**config.mk**
```make
export PLATFORM = sky130hd
export DESIGN_NAME = block_state_ram
export DESIGN_NICKNAME = d
export VERILOG_FILES = /design/src/rtl/block_state_ram_pkg.sv /design/src/rtl/block_state_ram_load_fsm.sv /design/src/rtl/block_state_ram.sv
export SDC_FILE = /design/constraint.sdc
export NUM_CORES = 1
export LEC_CHECK = 0
export CORE_MARGIN = 2
export CORE_UTILIZATION = 50
export DETAILED_ROUTE_END_ITERATION = 10
export PLACE_DENSITY = 0.68
export SYNTH_ARGS = -nofsm -noshare
export SYNTH_HDL_FRONTEND = slang
export SYNTH_SLANG_ARGS = --single-unit
```
**constraint.sdc**
```tcl
create_clock -name clk -period 2.7 [get_ports clk]
set_input_delay 0.675 -clock clk [delete_from_list [all_inputs] [get_ports clk]]
set_output_delay 0.675 -clock clk [all_outputs]
set_load 0.01 [all_outputs]
```
**src/rtl/block_state_ram_pkg.sv**
```systemverilog
// block_state_ram_pkg
//   Shared definitions for the breakout block-state table:
//   default geometry, alive-bit position helper and the load FSM states.
package block_state_ram_pkg;

   localparam int unsigned DEFAULT_WIDTH      = 10;
   localparam int unsigned DEFAULT_ADDR_WIDTH = 5;

   // The alive flag sits in the top bit of every ROM / table entry.
   function automatic int unsigned alive_bit(input int unsigned width);
      return width - 1;
   endfunction

   typedef enum logic [1:0] {
      ST_IDLE  = 2'd0,
      ST_FETCH = 2'd1,
      ST_DRAIN = 2'd2,
      ST_DONE  = 2'd3
   } load_state_t;

endpackage

```
**src/rtl/block_state_ram_load_fsm.sv**
```systemverilog
// block_load_fsm
//   Sequences the position-ROM address during a level load and produces
//   capture strobes for the table, compensating for the one-clock ROM latency.
// Ports:
//   clk, reset     : rising-edge clock, asynchronous active-high reset
//   i_start        : load request (honoured only in IDLE)
//   o_rom_addr     : address issued to the ROM
//   o_clear        : clear alive vector / count (load accepted this cycle)
//   o_cap_valid    : rom data present this cycle belongs to o_cap_addr
//   o_cap_addr     : table index to write with the current rom data
//   o_busy         : FETCH, DRAIN or DONE
//   o_done         : one-cycle load-complete pulse
module block_load_fsm
   import block_state_ram_pkg::*;
#(
   parameter int unsigned ADDR_WIDTH = DEFAULT_ADDR_WIDTH
) (
   input  logic                  clk,
   input  logic                  reset,
   input  logic                  i_start,
   output logic [ADDR_WIDTH-1:0] o_rom_addr,
   output logic                  o_clear,
   output logic                  o_cap_valid,
   output logic [ADDR_WIDTH-1:0] o_cap_addr,
   output logic                  o_busy,
   output logic                  o_done
);

   load_state_t           r_state;
   load_state_t           w_state_nxt;
   logic [ADDR_WIDTH-1:0] r_rom_addr;
   logic [ADDR_WIDTH-1:0] w_rom_addr_nxt;

   always_ff @(posedge clk or posedge reset) begin
      if (reset) begin
         r_state    <= ST_IDLE;
         r_rom_addr <= '0;
      end else begin
         r_state    <= w_state_nxt;
         r_rom_addr <= w_rom_addr_nxt;
      end
   end

   always_comb begin
      w_state_nxt    = r_state;
      w_rom_addr_nxt = r_rom_addr;
      o_clear        = 1'b0;
      o_cap_valid    = 1'b0;
      o_cap_addr     = r_rom_addr;
      o_busy         = 1'b1;
      o_done         = 1'b0;
      case (r_state)
         ST_IDLE: begin
            o_busy = 1'b0;
            if (i_start) begin
               w_state_nxt    = ST_FETCH;
               w_rom_addr_nxt = '0;
               o_clear        = 1'b1;
            end
         end
         ST_FETCH: begin
            // rom_q now holds the word for the address issued last cycle;
            // on the first FETCH cycle (address 0 just issued) there is none.
            o_cap_valid = (r_rom_addr != '0);
            o_cap_addr  = r_rom_addr - ADDR_WIDTH'(1);
            if (r_rom_addr == '1) begin
               w_state_nxt = ST_DRAIN;
            end else begin
               w_rom_addr_nxt = r_rom_addr + ADDR_WIDTH'(1);
            end
         end
         ST_DRAIN: begin
            // Last address was held, so rom_q is its word.
            o_cap_valid = 1'b1;
            o_cap_addr  = r_rom_addr;
            w_state_nxt = ST_DONE;
         end
         ST_DONE: begin
            o_done      = 1'b1;
            w_state_nxt = ST_IDLE;
         end
         default: begin
            w_state_nxt = ST_IDLE;
         end
      endcase
   end

   assign o_rom_addr = r_rom_addr;

endmodule

```
**src/rtl/block_state_ram.sv**
```systemverilog
// block_state_ram
//   Writable copy of the level's block table. Loaded from the position ROM on
//   request, then serves a registered read port to the renderer and clears
//   blocks on collision hits, tracking the live count and level-clear.
// Ports:
//   clk, reset            : rising-edge clock, asynchronous active-high reset
//   load_start            : request a (re)load from ROM
//   load_busy / load_done : load in progress / one-cycle completion pulse
//   rom_addr / rom_q      : position ROM interface (one-clock latency)
//   rd_addr               : renderer read address
//   rd_data / rd_alive    : registered position field and alive flag
//   hit_valid / hit_addr  : collision hit report
//   hit_ready             : hits accepted (not loading)
//   alive_count           : number of live blocks
//   level_clear           : one-cycle pulse when the last block is hit
module block_state_ram
   import block_state_ram_pkg::*;
#(
   parameter int unsigned WIDTH      = DEFAULT_WIDTH,
   parameter int unsigned ADDR_WIDTH = DEFAULT_ADDR_WIDTH
) (
   input  logic                  clk,
   input  logic                  reset,
   input  logic                  load_start,
   output logic                  load_busy,
   output logic                  load_done,
   output logic [ADDR_WIDTH-1:0] rom_addr,
   input  logic [WIDTH-1:0]      rom_q,
   input  logic [ADDR_WIDTH-1:0] rd_addr,
   output logic [WIDTH-2:0]      rd_data,
   output logic                  rd_alive,
   input  logic                  hit_valid,
   input  logic [ADDR_WIDTH-1:0] hit_addr,
   output logic                  hit_ready,
   output logic [ADDR_WIDTH:0]   alive_count,
   output logic                  level_clear
);

   localparam int unsigned DEPTH = 2 ** ADDR_WIDTH;
   localparam int unsigned CW    = ADDR_WIDTH + 1;
   localparam int unsigned AB    = alive_bit(WIDTH);

   logic [WIDTH-2:0]      r_mem [DEPTH];
   logic [DEPTH-1:0]      r_alive;
   logic [CW-1:0]         r_count;
   logic                  r_level_clear;
   logic [WIDTH-2:0]      r_rd_data;
   logic                  r_rd_alive;

   logic                  w_clear;
   logic                  w_cap_valid;
   logic [ADDR_WIDTH-1:0] w_cap_addr;
   logic                  w_busy;
   logic                  w_done;
   logic                  w_hit_acc;

   block_load_fsm #(
      .ADDR_WIDTH (ADDR_WIDTH)
   ) u_load_fsm (
      .clk         (clk),
      .reset       (reset),
      .i_start     (load_start),
      .o_rom_addr  (rom_addr),
      .o_clear     (w_clear),
      .o_cap_valid (w_cap_valid),
      .o_cap_addr  (w_cap_addr),
      .o_busy      (w_busy),
      .o_done      (w_done)
   );

   // A hit only counts on a live block; the count guard keeps the
   // counter from wrapping even if the vector and count ever disagree.
   assign w_hit_acc = hit_valid && !w_busy && r_alive[hit_addr] && (r_count != '0);

   // Position storage carries no reset.
   always_ff @(posedge clk) begin
      if (w_cap_valid) begin
         r_mem[w_cap_addr] <= rom_q[WIDTH-2:0];
      end
   end

   always_ff @(posedge clk or posedge reset) begin
      if (reset) begin
         r_alive       <= '0;
         r_count       <= '0;
         r_level_clear <= 1'b0;
      end else begin
         r_level_clear <= 1'b0;
         if (w_clear) begin
            r_alive <= '0;
            r_count <= '0;
         end else if (w_cap_valid) begin
            r_alive[w_cap_addr] <= rom_q[AB];
            if (rom_q[AB]) begin
               r_count <= r_count + CW'(1);
            end
         end else if (w_hit_acc) begin
            r_alive[hit_addr] <= 1'b0;
            r_count           <= r_count - CW'(1);
            if (r_count == CW'(1)) begin
               r_level_clear <= 1'b1;
            end
         end
      end
   end

   // Read port samples pre-hit state, so a same-cycle hit shows next read.
   always_ff @(posedge clk or posedge reset) begin
      if (reset) begin
         r_rd_data  <= '0;
         r_rd_alive <= 1'b0;
      end else begin
         r_rd_data  <= r_mem[rd_addr];
         r_rd_alive <= r_alive[rd_addr];
      end
   end

   assign rd_data     = r_rd_data;
   // Gated combinationally so nothing is drawn from the very first busy cycle.
   assign rd_alive    = r_rd_alive && !w_busy;
   assign load_busy   = w_busy;
   assign load_done   = w_done;
   assign hit_ready   = !w_busy;
   assign alive_count = r_count;
   assign level_clear = r_level_clear;

endmodule
```
==> results.yml, run 1 <==
outcome:
  status: "finished, violations left"
  violations: "setup timing"
sta:
  fin_crit_ps: 2740
  timing.fmax_ghz: 0.365
  fin_skew_ps: 26.7
  final_hold_viol_count: 0
  setup_slack_ps: -42.2
  setup-violations-final: 16
  rsz0062_at_grt: "yes"
  maxSlewViolCount: 0
  finalCritPeriodShare_pct: 102
  relSlewSlack_pct: 39.4
  tightest_slew_ps: 906
final_layout:
  drive_gt1_share_pct: 27.7
  layout_common_cells: "edfxtp_1, buf_4, mux4_2"
  fin_area_um2: 19100
  layout_commonest_cell: "edfxtp_1"
  diodes: 0
  syn2layout_area_growth_pct: 20.5
  layout.nets: 1238
cts:
  clk_latency_ps: 540
  htree_num_levels: 2
  cts_tree: "yes"
  clk_pin_slew_worst_paths_ps: 60
  clockRootBuffer: "clkbuf_16"
  cts_buffer_depth: 3
  cts_hold_buf: 0
  clock_sinks: 344
  cts_buffers: 37
pwr:
  p_comb_share_pct: 35.3
  ir_worst_vdd_mv: 0.698
  p_seq_share_pct: 37.1
  p_switching_mw: 6.13
  pwr-share-clk_pct: 27.7
  p_per_area_nw_per_um2: 950
  p_leak_nw: 6.65
  p_sw_share_pct: 33.7
  p_int_mw: 12.0
job:
  maxCapViolations: 0
grt:
  track_usage_pct: 23.7
  grt_pass1_vias: 9941
  antenna_found_initial: 1
  grt_overflow: 0
  grt_first_pass_wirelength_um: 60100
  grt_max_degree: 51
yosys:
  netlist_area_um2: 15900
  ys_seq_area_share_pct: 63.3
  ys.flop_type: "edfxtp_1"
  synth_edf_count: 288
  synthCells: 1048
  yosys_warnings: 0
  synth_fp_nets: 1085
  synth.distinct_cells: 78
  netlist.area_leader.share_pct: 54.5
  synth_top_cell_by_area: "edfxtp_1"
  avgSynthCellArea_um2: 15.1
  ys_ff_latch: 344
  async_flop_share_pct: 16.3
  synth.area.top_cells: "edfxtp_1, mux4_2, dfrtp_1"
placed_design:
  io_buffers: 48
  dpl.hpwl_um: 26100
  gp_congestion: 0.887
  place_area_um2: 17700
  pre_cts_slack_ps: -534
routing:
  wire_per_inst_um: 23.9
  dr_total_vias: 10100
  vias_per_cell: 6.16
  drt-pass1-iter-count: 5
  ant_nets: 0
  drt_iter0_drc: 898
  finalWirelength_um: 39000
  drc: 0
setup_path:
  end_kind: "register"
  worst_setup_path_start_kind: "register"
  cp.required_ps: 2860
  crit_fanout: 10
  critPathMostFrequentCell: "buf_4"
  path_delay_family: "simple AND/OR/NAND/NOR gates"
  critical_path_class: "reg2reg"
  cpMaxStageDelayCell: "nor2_1"
  crit_chain: "ha_1 -> buf_4 -> nand2b_1 -> a21oi_1 -> nand2_1 -> buf_4 -> nor2_1"
  cpPeakStageDelay_ps: 660
  worstPathArrival_ps: 2900
  crit_buf_inv: 2
floorplan:
  start_util_pct: 50.6
  dieArea_um2: 33200
  fp.dieH_um: 182
  fp.dieW_um: 182
  io_pins: 49
  row_count: 65
  core_um2: 31400
min_path:
  hold_class: "in2async"
==> stage by stage <==
step,utilization (%),hold slack (ps),instances,total power [mW],setup TNS (ps)
6_report,60.9,448,1632,18.2,-370
5_1_grt,60.9,478,1632,19.1,-5480
4_1_cts,60.3,442,1624,18.0,-589
3_5_place_dp,56.3,555,1556,12.9,-17540
3_3_place_gp,56.3,544,1556,12.8,-14550
2_1_floorplan,-,522,1048,10.5,-799
==> cell families after synthesis <==
kind of cell | share of synthesized area (%)
AND/OR/NAND/NOR | 8.25
AO/OA/AOI/OAI | 8.82
multiplexers | 16.0
adder cells (fa/ha/maj) | 1.02
buffers and inverters | 2.44
flip-flops | 63.3
XOR/XNOR | 0.166
==> state kept, by name, summed over array words and instances, names as in the netlist <==
signal and flops:
u_load_fsm.o_rom_addr 5, alive_count 6, rd_data 9, u_load_fsm.r_state 2, r_mem 288, r_rd_alive 1
level_clear 1, r_alive 32
==> synth_stat cells (6+ instances only) <==
library cell / n
and3_1: 19
a221oi_1: 12
a31oi_1: 6
mux2_2: 10
nand2b_1: 11
dfrtp_1: 56
buf_1: 11
edfxtp_1: 288
inv_1: 22
clkbuf_1: 41
mux2i_1: 16
nor4_1: 13
mux4_2: 100
nand2_1: 66
nor3_1: 34
and2_1: 8
a21oi_1: 44
o21ai_1: 11
nand3_1: 10
nor2_1: 56
ha_1: 13
buf_2: 10
o21ai_0: 87
nand4_1: 6
==> per-layer routing <==
metal / up-vias / global-route usage [%] / routed length (um)
li1: 4495 / - / -
met1: 5118 / 33.3 / 16300
met2: 369 / 39.0 / 19200
met3: 74 / 3.31 / 2350
met4: 0 / 7.32 / 1120
met5: - / 0 / 0
==> worst paths after layout <==
check                                           start                     to  slack, ps  cells past startpoint
worst max-delay path            u_load_fsm.r_state[0]           r_mem[31][6]        -40                      7
worst min-delay path                            reset  u_load_fsm.r_state[0]        450                      2
worst max register to register  u_load_fsm.r_state[0]           r_mem[31][6]        -40                      7
worst min register to register            r_alive[20]            r_alive[20]        570                      2
max in group asynchronous                       reset             r_alive[4]       1650                      3
min in group clk                          r_alive[20]            r_alive[20]        570                      2
==> repair_timing <==
item                                    CTS  global route
buffers inserted                          0             7
pin swaps                                 0             5
endpoints found under the setup margin   58           247
cloned                                    0             1
gates resized for setup                   9            31
==> power by group through the flow <==
stage	Clock, mW	Combinational, mW	Sequential, mW
3_5_place_dp	0	6.09	6.81
5_1_grt	5.30	7.00	6.77
3_3_place_gp	0	5.98	6.79
2_1_floorplan	0	3.81	6.68
4_1_cts	5.11	6.16	6.71
6_report	5.02	6.40	6.74
==> area by class of cell <==
cell class / count / area [um2]
fillers: 2326 / 12300
clock inverters: 19 / 193
repair buffers: 181 / 1680
inverters: 22 / 82.6
well taps: 402 / 503
flip-flops and latches: 344 / 10000
clock buffers: 49 / 1020
multi-input cells: 615 / 5590
Power figures use the tool's default switching activity.
==> inputs of run 2 (changes only) <==
--- a/config.mk
+++ b/config.mk
@@ -5,10 +5,12 @@
 export SDC_FILE = /design/constraint.sdc
 export NUM_CORES = 1
 export LEC_CHECK = 0
+export CORE_ASPECT_RATIO = 2
 export CORE_MARGIN = 2
 export CORE_UTILIZATION = 50
 export DETAILED_ROUTE_END_ITERATION = 10
-export PLACE_DENSITY = 0.68
+export DONT_BUFFER_PORTS = 1
+export PLACE_DENSITY = 0.66
 export SYNTH_ARGS = -nofsm -noshare
 export SYNTH_HDL_FRONTEND = slang
 export SYNTH_SLANG_ARGS = --single-unit
==> results.yml, run 2 (synthesized netlist as in run 1, its figures left out) <==
setup_path:
  cp.required_ps: 2870
  worstPathArrival_ps: 2840
  r2r-start: "u_load_fsm.r_state[0]"
  worst_setup_path_start_kind: "register"
  critical_path_class: "reg2reg"
  cp-endpoint: "r_mem[19][1]"
  r2r_slack_ps: 30
  end_kind: "register"
  crit_fanout: 9
  rr_endpoint: "r_mem[19][1]"
  critical_path.startpoint: "u_load_fsm.r_state[0]"
  reg2reg_depth: 6
cts:
  cts_buffers: 30
  htree_num_levels: 1
  clk_pin_slew_worst_paths_ps: 80
  cts_hold_buf: 0
  clk_latency_ps: 580
  clock_sinks: 344
  cts_tree: "yes"
  cts_setup_buffers: 0
  cts_buffer_depth: 3
  clockRootBuffer: "clkbuf_16"
grt:
  grt_max_degree: 81
  antenna_found_initial: 1
  grt_overflow: 0
  grt_pass1_vias: 10300
  track_usage_pct: 26.3
  grt_first_pass_wirelength_um: 63500
final_layout:
  layout_commonest_cell: "edfxtp_1"
  largest_reg_flops: 288
  diodes: 0
  drive_gt1_share_pct: 24.8
  layout_common_cells: "edfxtp_1, mux4_2, o21ai_0"
  layout.nets: 1137
  syn2layout_area_growth_pct: 12.6
  largest-register: "r_mem"
pwr:
  ir_worst_vdd_mv: 0.596
  p_leak_nw: 6.06
  finalPower_mw: 17.2
  p_int_mw: 11.2
  pwr-share-clk_pct: 25.9
  p_switching_mw: 6.00
  p_seq_share_pct: 38.8
  p_sw_share_pct: 34.9
  p_comb_share_pct: 35.3
  p_per_area_nw_per_um2: 963
sta:
  fin_skew_ps: 30.5
  maxSlewViolCount: 0
  finalCritPeriodShare_pct: 98.7
  final_hold_viol_count: 0
  timing.fmax_ghz: 0.375
  timing.hold.ws_ps: 28.3
  setup-violations-final: 0
  relSlewSlack_pct: 28.7
  tightest_slew_ps: 1070
  rsz0062_at_grt: "yes"
  fin_crit_ps: 2670
floorplan:
  io_pins: 49
  core_um2: 31400
  dieArea_um2: 33300
  fp.dieW_um: 130
  row_count: 92
  start_util_pct: 50.5
  fp.dieH_um: 256
outcome:
  status: "finished, final reports clean"
routing:
  dr_total_vias: 9822
  drc: 0
  drt-pass1-iter-count: 5
  wire_per_inst_um: 27.6
  vias_per_cell: 6.36
  finalWirelength_um: 42600
  ant_nets: 0
  drt_iter0_drc: 1017
min_path:
  hold_class: "in2async"
placed_design:
  io_buffers: 0
  gp_congestion: 0.926
  dpl.hpwl_um: 29300
job:
  maxCapViolations: 0
==> run 2: area by class of cell <==
| class | count | area, um2 |
|---|---|---|
| sequential | 344 | 10000 |
| clock inverter | 22 | 243 |
| inverter | 22 | 82.6 |
| fill | 2474 | 13500 |
| tap | 423 | 529 |
| timing repair buffer | 87 | 703 |
| clock buffer | 32 | 779 |
| multi-input combinational | 615 | 5490 |
==> run 2: power groups by stage <==
stage	Combinational, mW	Sequential, mW	Clock [mW]
final	6.08	6.68	4.46
after global routing	6.55	6.71	4.74
after CTS	5.86	6.66	4.54
after detailed placement	5.83	6.77	0
after global placement	5.73	6.75	0
after floorplan	3.81	6.68	0
==> run 2: worst min-delay path by stage <==
stage                          endpoint  slack [ps]  cells past startpoint
2_1_floorplan                r_alive[6]         520                      1
3_3_place_gp                r_alive[12]         550                      2
3_5_place_dp                 r_alive[5]         560                      2
4_1_cts        u_load_fsm.o_rom_addr[4]          30                      2
5_1_grt           u_load_fsm.r_state[0]          40                      2
6_report       u_load_fsm.o_rom_addr[4]          30                      2
==> run 2: what timing repair did <==
| item | in CTS | in global routing |
|---|---|---|
| endpoints found under the setup margin | 25 | 112 |
| gates resized for setup | 5 | 9 |
| gates cloned | 0 | 0 |
==> run 2: per-stage QoR <==
step                      area, um2  instances  util (%)  TNS [ps]  setup slack (ps)
final                         17900       1545      56.9         0              34.9
after global routing          17900       1545      56.9     -4420              -117
after CTS                     17800       1545      56.8         0              10.8
after detailed placement      16800       1491      53.5      -264             -27.2
after global placement        16800       1491      53.5     -42.9             -42.9
after floorplan               15900       1048         -      -799             -17.3
==> run 2: layer usage <==
layer	share of wire, %	wire [um]	global-route usage [%]	up-vias
met1	31	13100	26.3	4962
met5	0.028	12	0	-
met4	7.7	3270	17.9	2
met2	55	23600	47.4	424
li1	-	-	-	4283
met3	6.2	2620	5.33	151
==> run 2: worst max-delay path: stages (launching register included) <==
cell	delay, ps
dfrtp_1	390
ha_1	260
ha_1	380
a21oi_1	200
nand2_1	110
buf_4	160
nor2_1	760
==> inputs of run 3 (changes only) <==
--- a/config.mk
+++ b/config.mk
@@ -5,6 +5,7 @@
 export SDC_FILE = /design/constraint.sdc
 export NUM_CORES = 1
 export LEC_CHECK = 0
+export ABC_AREA = 1
 export CORE_ASPECT_RATIO = 2
 export CORE_MARGIN = 2
 export CORE_UTILIZATION = 50
==> results.yml, run 3 <==
routing:
  finalWirelength_um: 45600
  dr_total_vias: 12200
  drc: 1
  ant_nets: 0
  wire_per_inst_um: 22.5
  drt_iter0_drc: 1359
  drt-pass1-iter-count: 9
  vias_per_cell: 6.02
pwr:
  pwr-share-clk_pct: 27.1
  p_switching_mw: 5.75
  p_comb_share_pct: 31.4
  p_sw_share_pct: 36.8
  ir_worst_vdd_mv: 0.758
  p_seq_share_pct: 41.5
  p_per_area_nw_per_um2: 890
  p_int_mw: 9.88
  p_leak_nw: 6.50
sta:
  rsz0062_at_grt: "no"
  final_hold_viol_count: 0
  finalSetupTns_ps: 0
  tightest_slew_ps: 857
  setup-violations-final: 0
  fin_skew_ps: 14.6
  maxSlewViolCount: 0
  timing.fmax_ghz: 0.392
  fin_crit_ps: 2550
  finalCritPeriodShare_pct: 94.5
  relSlewSlack_pct: 42.8
floorplan:
  fp.dieH_um: 255
  dieArea_um2: 33200
  core_um2: 31300
  start_util_pct: 50.5
  fp.dieW_um: 130
  io_pins: 49
  row_count: 92
grt:
  track_usage_pct: 27.7
  grt_first_pass_wirelength_um: 68900
  grt_max_degree: 158
  antenna_found_initial: 0
  grt_overflow: 0
  grt_pass1_vias: 11900
setup_path:
  crit_buf_inv: 4
  crit_fanout: 9
  critical_path.startpoint: "u_load_fsm.r_state[1]"
  r2r_slack_ps: 150
  reg2reg_depth: 11
  r2r-start: "u_load_fsm.r_state[1]"
  worstPathArrival_ps: 2840
  worst_setup_path_start_kind: "register"
  cp-endpoint: "r_mem[14][7]"
  crit_chain: "inv_1 -> ha_2 -> nand2_1 -> nor2_2 -> inv_2 -> nand2_2 -> inv_2 -> nor2_2 -> nand2_1 -> nor2_1 -> buf_4"
  rr_endpoint: "r_mem[14][7]"
  critical_path_class: "reg2reg"
  cp.required_ps: 2990
  cpPeakStageDelay_ps: 420
  end_kind: "register"
  worstSetupPathDepth: 11
  cpMaxStageDelayCell: "dfrtp_1"
  path_delay_family: "simple AND/OR/NAND/NOR gates"
job:
  maxCapViolations: 0
final_layout:
  layout_commonest_cell: "nand2_1"
  layout_common_cells: "nand2_1, edfxtp_1, nor2_1"
  largest_reg_flops: 288
  syn2layout_area_growth_pct: 11.1
  largest-register: "r_mem"
  diodes: 0
  layout.nets: 1621
  drive_gt1_share_pct: 10.1
  fin_util_pct: 56.1
  fillerInstances: 2758
yosys:
  yosys_warnings: 0
  synth_common_cells: "nand2_1, edfxtp_1, nor2_1"
  netlist.area_leader.share_pct: 54.7
  synth_edf_count: 288
  yosys.area_share.adder_pct: 1.03
  ys_seq_area_share_pct: 63.6
  synth_xor_area_share_pct: 0.443
  yosys.area_share.simple_pct: 20.1
  synthMuxAreaShare_pct: 0
  avgSynthCellArea_um2: 10.1
  synth.distinct_cells: 31
  synth_compound_area_share_pct: 11.0
  post-synth-top-count-cell: "nand2_1"
  synth_top_cell_by_area: "edfxtp_1"
  async_flop_share_pct: 16.3
  ys_ff_latch: 344
  synth.area.top_cells: "edfxtp_1, nand2_1, dfrtp_1"
  synth_top_family_by_area: "simple AND/OR/NAND/NOR gates"
  synth_fp_nets: 1609
  synthCells: 1572
  netlist_area_um2: 15800
  ys.flop_type: "edfxtp_1"
cts:
  cts_buffers: 29
  cts_setup_buffers: 0
  cts.repair.resized: 0
  cts_buffer_depth: 3
  clockRootBuffer: "clkbuf_16"
  cts_hold_buf: 0
  clk_pin_slew_worst_paths_ps: 70
  cts_tree: "yes"
  htree_num_levels: 1
  clk_latency_ps: 580
  clock_sinks: 344
min_path:
  hold_class: "in2async"
placed_design:
  io_buffers: 0
  dpl.hpwl_um: 28800
  gp_congestion: 0.932
outcome:
  violations: "DRC"
  status: "finished, violations left"
[run 3: changes by cell type in the layout (fill, tap and decap cells not counted), sizes merged, moves of 16 or more]
cell    delta
nand2    +321
nor2     +175
mux4     -100
nand3     +95
o21ai     +94
o221ai    +55
nand4     +28
a21oi     -25
nor3      -25
inv       +20
and3      -19
o22ai     +18
mux2i     -16
[run 3: through the flow]
stage / hold WS (ps) / worst slack, ps / instance area [um2] / power [mW] / instances
after CTS: 94.0 / 124 / 17600 / 15.6 / 2030
after global routing: 129 / 36.0 / 17600 / 16.3 / 2030
final: 83.8 / 150 / 17600 / 15.6 / 2030
after global placement: 469 / 176 / 16600 / 11.3 / 1976
after detailed placement: 468 / 125 / 16600 / 11.4 / 1976
after floorplan: 441 / 128 / 15800 / 9.68 / 1572
[run 3: per-layer routing]
layer  share of wire [%]  wire length [um]  up-vias  track usage (%)
li1                    -                 -     5560                -
met1                  37             16800     5877             35.1
met2                  50             22700      661             46.1
met3                 8.2              3720      125             3.83
met4                 5.2              2390        0             13.8
met5                   0                 0        -                0
[run 3: cells by family after synthesis]
family / Yosys count
and+or+nand+nor: 768
DFF: 344
AOI/OAI and AO/OA: 296
buffers and inverters: 143
adders and majority gates: 13
xor gates and xnor gates: 8
[run 3: worst reg2reg max path, delay by kind of cell (launching register included)]
kind                       cells  cell delay [ps]
DFF                            1              420
buffers and inverters          4              460
and+or+nand+nor                6             1120
adders and majority gates      1              270
[run 3: cell type report]
class | instances | area, um2 | share of cell area [%]
Clock buffer | 33 | 741 | 4.22
Clock inverter | 21 | 208 | 1.18
Inverter | 45 | 171 | 0.976
Multi-Input combinational cell | 1085 | 5160 | 29.4
Sequential cell | 344 | 10000 | 57.2
Tap cell | 423 | 529 | 3.01
Timing Repair Buffer | 79 | 706 | 4.02
[run 3: worst min-delay path by stage]
stage                startpoint        endpoint  slack [ps]  depth (start not counted)
global placement    r_alive[22]     r_alive[22]         470                          2
finish                    reset  alive_count[2]          80                          1
detailed placement  r_alive[22]     r_alive[22]         470                          2
global route              reset     r_alive[17]         130                          1
floorplan           r_alive[22]     r_alive[22]         440                          2
CTS                       reset  alive_count[2]          90                          1
[run 3: power groups by stage]
stage | clock, mW | sequential [mW] | combinational [mW]
finish | 4.23 | 6.49 | 4.91
CTS | 4.29 | 6.48 | 4.81
global placement | 0 | 6.59 | 4.73
global route | 4.49 | 6.53 | 5.30
detailed placement | 0 | 6.59 | 4.79
floorplan | 0 | 6.50 | 3.18
